===== src/rtl/pipe_pkg.sv =====
// Shared definitions for the elastic pipeline stage registers:
// occupancy-encoded state type and the ID/EXE payload field layout.
package pipe_pkg;

  typedef enum logic [1:0] {
    ST_EMPTY = 2'd0,
    ST_ONE   = 2'd1,
    ST_FULL  = 2'd2
  } pipe_state_e;

  // Control enables live in the low bits so bubbles can be masked cheaply.
  localparam int CTRL_W        = 5;
  localparam int OFF_S         = 0;
  localparam int OFF_B         = 1;
  localparam int OFF_MEM_W_EN  = 2;
  localparam int OFF_MEM_R_EN  = 3;
  localparam int OFF_WB_EN     = 4;
  localparam int OFF_EXE_CMD   = 5;
  localparam int OFF_IMM       = 9;
  localparam int OFF_SHIFT_OP  = 10;
  localparam int OFF_DEST      = 22;
  localparam int OFF_SRC1      = 26;
  localparam int OFF_SRC2      = 30;
  localparam int OFF_VAL_RN    = 34;
  localparam int OFF_VAL_RM    = 66;
  localparam int OFF_PC        = 98;
  localparam int OFF_SIMM24    = 130;
  localparam int OFF_SR_C      = 154;
  localparam int IDEX_W        = 155;

endpackage


===== src/rtl/pipe_stage_reg_if.sv =====
// One valid/ready/data channel between pipeline stages.
// Contract: a transfer happens on a rising edge where valid & ready are both 1;
// the master holds valid and data stable until that transfer, and ready never
// depends combinationally on valid.
interface pipe_stage_reg_if #(
  parameter int W = 155
) ();
  logic         valid;
  logic         ready;
  logic [W-1:0] data;

  modport master (output valid, output data, input ready);
  modport slave  (input valid, input data, output ready);
endinterface


===== src/rtl/pipe_slot.sv =====
// One storage slot of the stage: a valid flag plus a payload register.
module pipe_slot #(
  parameter int W = 155
) (
  input  logic         clk,
  input  logic         rst,
  input  logic         load_i,
  input  logic         clear_i,
  input  logic [W-1:0] d_i,
  output logic         valid_o,
  output logic [W-1:0] data_o
);
  logic         valid_q;
  logic [W-1:0] data_q;

  // load wins over clear so a slot can be drained and refilled in one edge.
  always_ff @(posedge clk) begin
    if (rst) begin
      valid_q <= 1'b0;
      data_q  <= '0;
    end else if (load_i) begin
      valid_q <= 1'b1;
      data_q  <= d_i;
    end else if (clear_i) begin
      valid_q <= 1'b0;
    end
  end

  assign valid_o = valid_q;
  assign data_o  = data_q;
endmodule


===== src/rtl/pipe_stage_reg.sv =====
// Elastic two-entry pipeline register with flush, bubble masking of the
// control enables and a saturating stall counter.
module pipe_stage_reg
  import pipe_pkg::*;
#(
  parameter int PAYLOAD_W = IDEX_W,
  parameter int CTRL_W    = pipe_pkg::CTRL_W,
  parameter int CNT_W     = 16
) (
  input  logic                 clk,
  input  logic                 rst,
  input  logic                 flush,
  pipe_stage_reg_if.slave      up,
  pipe_stage_reg_if.master     dn,
  output logic [1:0]           occupancy,
  output logic [CNT_W-1:0]     stall_cnt,
  output pipe_state_e          state_dbg_o
);
  pipe_state_e          state_q, state_d;
  logic                 main_valid, skid_valid;
  logic [PAYLOAD_W-1:0] main_data, skid_data, main_d;
  logic                 main_load, main_from_skid, main_clr;
  logic                 skid_load, skid_clr;
  logic                 in_fire, out_fire;
  logic [CNT_W-1:0]     stall_q;

  // in_ready comes straight from the skid valid flop: no out_ready path.
  assign up.ready = ~skid_valid;
  assign in_fire  = up.valid & ~skid_valid;
  assign out_fire = main_valid & dn.ready;

  always_ff @(posedge clk) begin
    if (rst) state_q <= ST_EMPTY;
    else     state_q <= state_d;
  end

  always_comb begin
    state_d        = state_q;
    main_load      = 1'b0;
    main_from_skid = 1'b0;
    main_clr       = 1'b0;
    skid_load      = 1'b0;
    skid_clr       = 1'b0;
    if (flush) begin
      state_d  = ST_EMPTY;
      main_clr = 1'b1;
      skid_clr = 1'b1;
    end else begin
      case (state_q)
        ST_EMPTY: begin
          if (in_fire) begin
            state_d   = ST_ONE;
            main_load = 1'b1;
          end
        end
        ST_ONE: begin
          if (out_fire && in_fire) begin
            main_load = 1'b1;
          end else if (out_fire) begin
            state_d  = ST_EMPTY;
            main_clr = 1'b1;
          end else if (in_fire) begin
            state_d   = ST_FULL;
            skid_load = 1'b1;
          end
        end
        ST_FULL: begin
          if (out_fire) begin
            state_d        = ST_ONE;
            main_load      = 1'b1;
            main_from_skid = 1'b1;
            skid_clr       = 1'b1;
          end
        end
        default: state_d = ST_EMPTY;
      endcase
    end
  end

  assign main_d = main_from_skid ? skid_data : up.data;

  pipe_slot #(.W(PAYLOAD_W)) u_main (
    .clk     (clk),
    .rst     (rst),
    .load_i  (main_load),
    .clear_i (main_clr),
    .d_i     (main_d),
    .valid_o (main_valid),
    .data_o  (main_data)
  );

  pipe_slot #(.W(PAYLOAD_W)) u_skid (
    .clk     (clk),
    .rst     (rst),
    .load_i  (skid_load),
    .clear_i (skid_clr),
    .d_i     (up.data),
    .valid_o (skid_valid),
    .data_o  (skid_data)
  );

  always_comb begin
    dn.data = main_data;
    if (!main_valid) dn.data[CTRL_W-1:0] = '0;
  end
  assign dn.valid = main_valid;

  // Flush does not touch the counter; only reset clears it.
  always_ff @(posedge clk) begin
    if (rst) begin
      stall_q <= '0;
    end else if (main_valid && !dn.ready && !(&stall_q)) begin
      stall_q <= stall_q + 1'b1;
    end
  end

  assign stall_cnt   = stall_q;
  assign occupancy   = state_q;
  assign state_dbg_o = state_q;
endmodule


===== src/flat_wrapper.sv =====
// flat-port wrapper written by rule: the top's interface ports become plain ports
module pipe_stage_reg_flat import pipe_pkg::*;
#(
  parameter int PAYLOAD_W = IDEX_W,
  parameter int CTRL_W    = pipe_pkg::CTRL_W,
  parameter int CNT_W     = 16
)
  (clk, rst, flush, occupancy, stall_cnt, state_dbg_o, up_valid, up_data, up_ready, dn_valid, dn_data, dn_ready);
  pipe_stage_reg_if #(.W((155))) up_i ();
  pipe_stage_reg_if #(.W((155))) dn_i ();
  input  logic clk;
  input  logic rst;
  input  logic flush;
  output logic [1:0] occupancy;
  output logic [CNT_W-1:0] stall_cnt;
  output pipe_state_e state_dbg_o;
  input wire logic [$bits(up_i.valid)-1:0] up_valid;
  input wire logic [$bits(up_i.data)-1:0] up_data;
  output wire logic [$bits(up_i.ready)-1:0] up_ready;
  output wire logic [$bits(dn_i.valid)-1:0] dn_valid;
  output wire logic [$bits(dn_i.data)-1:0] dn_data;
  input wire logic [$bits(dn_i.ready)-1:0] dn_ready;
  assign up_i.valid = up_valid;
  assign up_i.data = up_data;
  assign up_ready = up_i.ready;
  assign dn_valid = dn_i.valid;
  assign dn_data = dn_i.data;
  assign dn_i.ready = dn_ready;
  pipe_stage_reg #(.PAYLOAD_W(PAYLOAD_W), .CTRL_W(CTRL_W), .CNT_W(CNT_W)) u_core (.clk(clk), .rst(rst), .flush(flush), .up(up_i), .dn(dn_i), .occupancy(occupancy), .stall_cnt(stall_cnt), .state_dbg_o(state_dbg_o));
endmodule

===== config.mk =====
export PLATFORM = sky130hd
export DESIGN_NAME = pipe_stage_reg_flat
export DESIGN_NICKNAME = d
export VERILOG_FILES = /design/src/rtl/pipe_pkg.sv /design/src/rtl/pipe_stage_reg_if.sv /design/src/rtl/pipe_slot.sv /design/src/rtl/pipe_stage_reg.sv /design/src/flat_wrapper.sv
export SDC_FILE = /design/constraint.sdc
export NUM_CORES = 1
export LEC_CHECK = 0
export CAP_MARGIN = 20
export CORE_MARGIN = 2
export CORE_UTILIZATION = 50
export DETAILED_ROUTE_END_ITERATION = 16
export PLACE_DENSITY_LB_ADDON = 0.05
export SLEW_MARGIN = 20
export SYNTH_ARGS = -nofsm -noshare
export SYNTH_HDL_FRONTEND = slang
export SYNTH_SLANG_ARGS = --single-unit

===== constraint.sdc =====
create_clock -name clk -period 2.5 [get_ports clk]
set_input_delay 0.5 -clock clk [delete_from_list [all_inputs] [get_ports clk]]
set_output_delay 0.5 -clock clk [all_outputs]
set_load 0.005 [all_outputs]

# Word level (Yosys, flattened, before mapping)
# Index checks and enable logic that the tools add are counted.
# word_totals
romBits	0
n_memories	0
latch_bits	0
mem_bits_rw	0
inputBits	160
ff_bits	330
wordCells	54
output_inout_bits	177
# op_classes
n_bitwise	3
add_sub_neg	1
n_mul	0
n_div	0
shift	0
muxes	27
eq_ne	6
n_reduce_logical	11
n_lt_le_gt_ge	0
# op_table
op	n
155-bit two-way mux	1
1-bit two-way mux	18
16-bit by 1-bit adder with 16-bit output, second input constant	1
16-bit AND reduction	1
2-bit two-way mux	5
2-bit case mux with 3 select lines	1
5-bit two-way mux	1
2-bit by 1-bit != test with 1-bit output, second input constant	2
4-bit AND reduction	1
2-bit nonzero test	2
1-bit logical AND	3
3-bit by 1-bit != test with 1-bit output, second input constant	1
1-bit case mux with 3 select lines	1
1-bit bitwise AND	2
2-bit by 1-bit == test with 1-bit output, second input constant	1
2-bit == test, second input constant	1
1-bit zero test	2
2-bit zero test	1
2-bit != test, second input constant	1
2-bit OR reduction	1
1-bit inverter	1

# Depth between registers and ports, before layout
# depth
word_depth	8
ltp_mapped	7
depth_no_buf	5

# By module
# Synthesis repeated with hierarchy kept, for this count alone.
# hier_totals
hier_cells	1310
area_unflattened_um2	14286.2
# modules_own_cells
module	area_each_um2	instances	seq_area_each_um2	cells_each
pipe_slot	5671.7	2	3123.0	504
pipe_stage_reg	2942.8	1	360.3	302

# Least setup slack after synthesis
# OpenSTA, ideal clock, no wires.
# synth_path
path_kind	input to register
from	input dn_ready
to	register u_core.stall_q[15] (netlist: u_core.stall_cnt[15])
path_slack_ns	0.465
cell_stages	6
setup_ns	0.070
path_buffers	2
required_time_ns	2.430
arrival_time_ns	1.964
cell_sequence	nand2b_1 > buf_6 > or4_1 > clkbuf_2 > or4_1 > a21oi_1
# synth_between
elab_chain_cells	3
# synth_lines
element	line_no	rtl
start: declaration	flat_wrapper.sv:22	input wire logic [$bits(dn_i.ready)-1:0] dn_ready;
1-bit zero test	pipe_stage_reg.sv:112	end else if (main_valid && !dn.ready && !(&stall_q)) begin
1-bit logical AND (2 in a row)	pipe_stage_reg.sv:112	
end signal: assignment	pipe_stage_reg.sv:113	stall_q <= stall_q + 1'b1;
end: declaration	pipe_stage_reg.sv:25	logic [CNT_W-1:0] stall_q;
# Every way passes these cells.
# A chain may end at the register's enable or synchronous reset.

# Worst setup path in the final report
# layout_path
from	register u_core.u_main.valid_q (netlist: u_core.u_main.valid_o)
to	output dn_data[4]
# layout_between
elab_chain_cells	1
# layout_lines
element	line_no	rtl
start: declaration	pipe_slot.sv:13	logic valid_q;
start signal: assignment	pipe_slot.sv:19	valid_q <= 1'b0;
start signal: assignment	pipe_slot.sv:22	valid_q <= 1'b1;
start signal: assignment	pipe_slot.sv:25	valid_q <= 1'b0;
5-bit two-way mux	pipe_stage_reg.sv:104	if (!main_valid) dn.data[CTRL_W-1:0] = '0;
end: declaration	flat_wrapper.sv:21	output wire logic [$bits(dn_i.data)-1:0] dn_data;
# Every way passes these cells.

==> metrics <==
outcome complete, no violations; last element of the critical path dn_data[4]; Cells after DPL 2149; worst slack after detailed placement -0.0574 ns; post-synthesis cell type with the largest combined area sky130_fd_sc_hd__dfxtp_1; Synth warnings 0; fraction of power consumed by combinational cells 0.118; Routability Congestion 0.779; list of cells traversed by the critical path and2_1, clkdlybuf4s50_1; final max-slew violation count 0; Clock H-tree levels 2; stage delay of the slowest cell on the critical path 0.57 ns; worst hold path stage count 2; vias after detailed routing 12262; starting utilization of the core area 0.505; via count of the first global-routing pass 11435; Post-CTS Setup Repair Bufs 0; Routed WL per cell approximately 17 microns; Leakage 6.15 nW; TritonCTS clock tree built; count of pins on the block boundary 337; insertion delay to the later sink of the worst-skew pair 0.51 ns; part of the power in registers 0.453; nets in the synthesized netlist 1827; Design Power 0.0125 W; count of different cell masters after synthesis 41; count of maximum capacitance violations 0; Clk pin slew, worst setup/hold paths ~0.06 ns; Power Internal about 0.0096 W; # rows 62; final clock skew 0.0149 ns; transition time at the pin with the least slew margin 0.531 ns; fin worst setup slack about 0.14 ns; number of antenna violations at the first check in global routing 1; count of input and output buffers 336; clock period minus final worst setup slack 2.36 ns; sw frac 0.228; share of flip-flops with an asynchronous set or reset after synthesis 0; Hold Worst Slack 0.433 ns; type of destination of the critical path output port; via count normalized by instance count 5.55; Final Hold Viols 0; crit share post-route 0.946; setup slack, reg-to-reg 0.40 ns; path type of the worst min-delay path in -> reg; post-CTS sizing 0; sum of overflow across all layers after global routing 0; area grow syn2layout 29.7%; fraction of layout cells with a size suffix above 1 0.0706; end of the worst register-to-register path u_core.stall_cnt[15]; IR drop worst, VDD 0.000455 V; number of cells in the finished layout apart from fillers around 2200; startpoint type of the worst setup path flip-flop; die area 30300 sq um; cts bufs inserted 36; sequential element share of the synthesized area 0.457; data required time at the worst endpoint 2.00 ns; slowest cell on the critical path sky130_fd_sc_hd__dfxtp_1; die height roughly 170 microns; Reg2Reg Depth 4; total wire length after detailed routing 38600 microns; Pre-Repair DR Iteration Count 5; RSZ-0062 raised after global routing false; maximum number of pins on one net before global-route repair between 80 and 90; Post-Syn Area 14500 sq um; Slew headroom 0.646; DP Wirelength 25100 microns; first-pass GRT wire length 61600 microns; largest fanout of any net on the critical path 12; total negative slack 0 ns; hold buffer count at CTS 0; Reg2Reg Launch Point u_core.u_main.valid_o; Area contributors post-synth sky130_fd_sc_hd__dfxtp_1 (46%), sky130_fd_sc_hd__mux2i_1 (11%), sky130_fd_sc_hd__a221oi_1 (9.4%); initial DRC count ~900; aggregate global-route resource usage 0.247; clock share of power 0.429; DRC violation count after routing 0; prevailing post-synth register cell sky130_fd_sc_hd__dfxtp_1; placeable core region 28600 sq um; post-synthesis sequential element count 330; Net Switching approximately 0.0028 W; critical path launch point u_core.u_main.valid_o; instance count of the mapped netlist 1666; number of failing setup endpoints in the final timing report 0; Worst Setup Path Type reg -> out; Final nets 1964; Highest Clock Rate 0.423 GHz; number of enable-type register cells in the synthesized netlist 0; share of Yosys cell area claimed by the top area cell type 0.457; mean post-synth cell area 8.68 sq um; areal power density over the cells 665 nW/um^2; library cell used as clock root buffer sky130_fd_sc_hd__clkbuf_16; clock tree sinks between 300 and 400; buffer levels on the longest clock path 3; arrival time reported for the critical path endpoint around 1.9 ns; DIE WIDTH between 150 and 200 microns; remaining number of nets flagged by the antenna check after routing 0
## cells by family (layout without fill, tap and decap cells)
logic type,Yosys count,in the layout,share of synthesized area
AO/OA/AOI/OAI,344,344,0.164
flip-flops,330,330,0.457
XOR/XNOR,1,1,0.000606
adder cells (fa/ha/maj),1,1,0.000865
AND/OR/NAND/NOR,527,527,0.146
multiplexers,159,159,0.110
other,0,1,0
buffers and inverters,304,464,0.122
## flip-flops by register name, indices dropped and copies added, names as in the netlist
signal / count
u_core.occupancy: 2
u_core.stall_cnt: 16
u_core.u_main.data_o: 155
u_core.u_main.valid_o: 1
u_core.u_skid.data_o: 155
u_core.u_skid.valid_o: 1
## power by group through the flow
stage / Clock, W / Sequential, W / Combinational (W)
finish: 0.00535 / 0.00564 / 0.00148
global route: 0.00570 / 0.00567 / 0.00160
CTS: 0.00545 / 0.00564 / 0.00148
detailed placement: 0 / 0.00576 / 0.00148
global placement: 0 / 0.00576 / 0.00145
floorplan: 0 / 0.00571 / 0.000836
## cells in the final DEF, fill, tap and decap left out, drive strengths merged, types with 2 or more instances in the layout
cell / netlist / layout
nand2: 316 / 316
nor3b: 3 / 3
nand3: 4 / 4
or4: 7 / 7
a21oi: 165 / 165
clkbuf: 94 / 50
clkdlybuf4s50: 0 / 335
and2: 5 / 5
bufinv: 0 / 3
mux2: 2 / 2
buf: 205 / 63
nand4: 5 / 5
o21ai: 3 / 3
mux2i: 157 / 157
nor2: 164 / 164
nor3: 7 / 7
o21a: 6 / 6
dfxtp: 330 / 330
o31ai: 6 / 6
or3: 5 / 5
inv: 5 / 5
o41ai: 2 / 2
nor4: 3 / 3
nand2b: 2 / 2
nand4b: 2 / 2
clkinv: 0 / 8
a221oi: 155 / 155
## metrics by stage
| step | instance area (sq um) | utilization |
|---|---|---|
| finish | 18800 | 0.655 |
| global route | 18800 | 0.655 |
| CTS | 18800 | 0.655 |
| detailed placement | 17600 | 0.614 |
| global placement | 17600 | 0.614 |
| floorplan | 14500 | - |
## cells in the mapped netlist, types with 2 or more instances
master	instances
sky130_fd_sc_hd__clkbuf_1	93
sky130_fd_sc_hd__nor3b_1	3
sky130_fd_sc_hd__nand2b_1	2
sky130_fd_sc_hd__nand2_1	316
sky130_fd_sc_hd__inv_1	5
sky130_fd_sc_hd__nor3_1	7
sky130_fd_sc_hd__nand3_1	4
sky130_fd_sc_hd__o21a_1	6
sky130_fd_sc_hd__buf_4	152
sky130_fd_sc_hd__o41ai_1	2
sky130_fd_sc_hd__mux2_2	2
sky130_fd_sc_hd__nand4_1	5
sky130_fd_sc_hd__nor2_1	164
sky130_fd_sc_hd__dfxtp_1	330
sky130_fd_sc_hd__buf_1	11
sky130_fd_sc_hd__nor4_1	3
sky130_fd_sc_hd__nand4b_1	2
sky130_fd_sc_hd__or4_1	7
sky130_fd_sc_hd__buf_2	41
sky130_fd_sc_hd__or3_1	5
sky130_fd_sc_hd__o31ai_1	6
sky130_fd_sc_hd__a21oi_1	165
sky130_fd_sc_hd__a221oi_1	155
sky130_fd_sc_hd__mux2i_1	157
sky130_fd_sc_hd__and2_1	5
sky130_fd_sc_hd__o21ai_0	3
## worst max-delay path, delay by kind of cell, from the launching register on
kind / cells / cell delay [ns]
AND/OR/NAND/NOR: 1 / 0.21
buffers and inverters: 1 / 0.57
flip-flops: 1 / 0.57
## area by class of cell
class                           instances  area [sq um]
Tap cell                              384           480
Clock inverter                         11           130
Timing Repair Buffer                  398          4330
Antenna cell                            1          2.50
Inverter                                5          18.8
Sequential cell                       330          6610
Fill cell                            2333          9870
Clock buffer                           50          1060
Multi-Input combinational cell       1032          6120
## worst min-delay path by stage
stage | slack [ns] | start | to
after floorplan | 0.43 | u_core.u_skid.data_o[0] | u_core.u_skid.data_o[0]
after global placement | 0.44 | u_core.u_skid.data_o[19] | u_core.u_skid.data_o[19]
after detailed placement | 0.44 | u_core.u_skid.data_o[8] | u_core.u_skid.data_o[8]
after CTS | 0.41 | rst | u_core.stall_cnt[11]
after global routing | 0.43 | rst | u_core.stall_cnt[11]
final | 0.43 | rst | u_core.u_skid.data_o[136]
## layer usage
layer  track usage  vias up  share of wire
met5             0        -              0
met2         0.399      394           0.47
met4        0.0746        0          0.027
met3        0.0632       69          0.069
li1              -     5950              -
met1         0.324     5849           0.44
(Power assumes the default switching activity.)
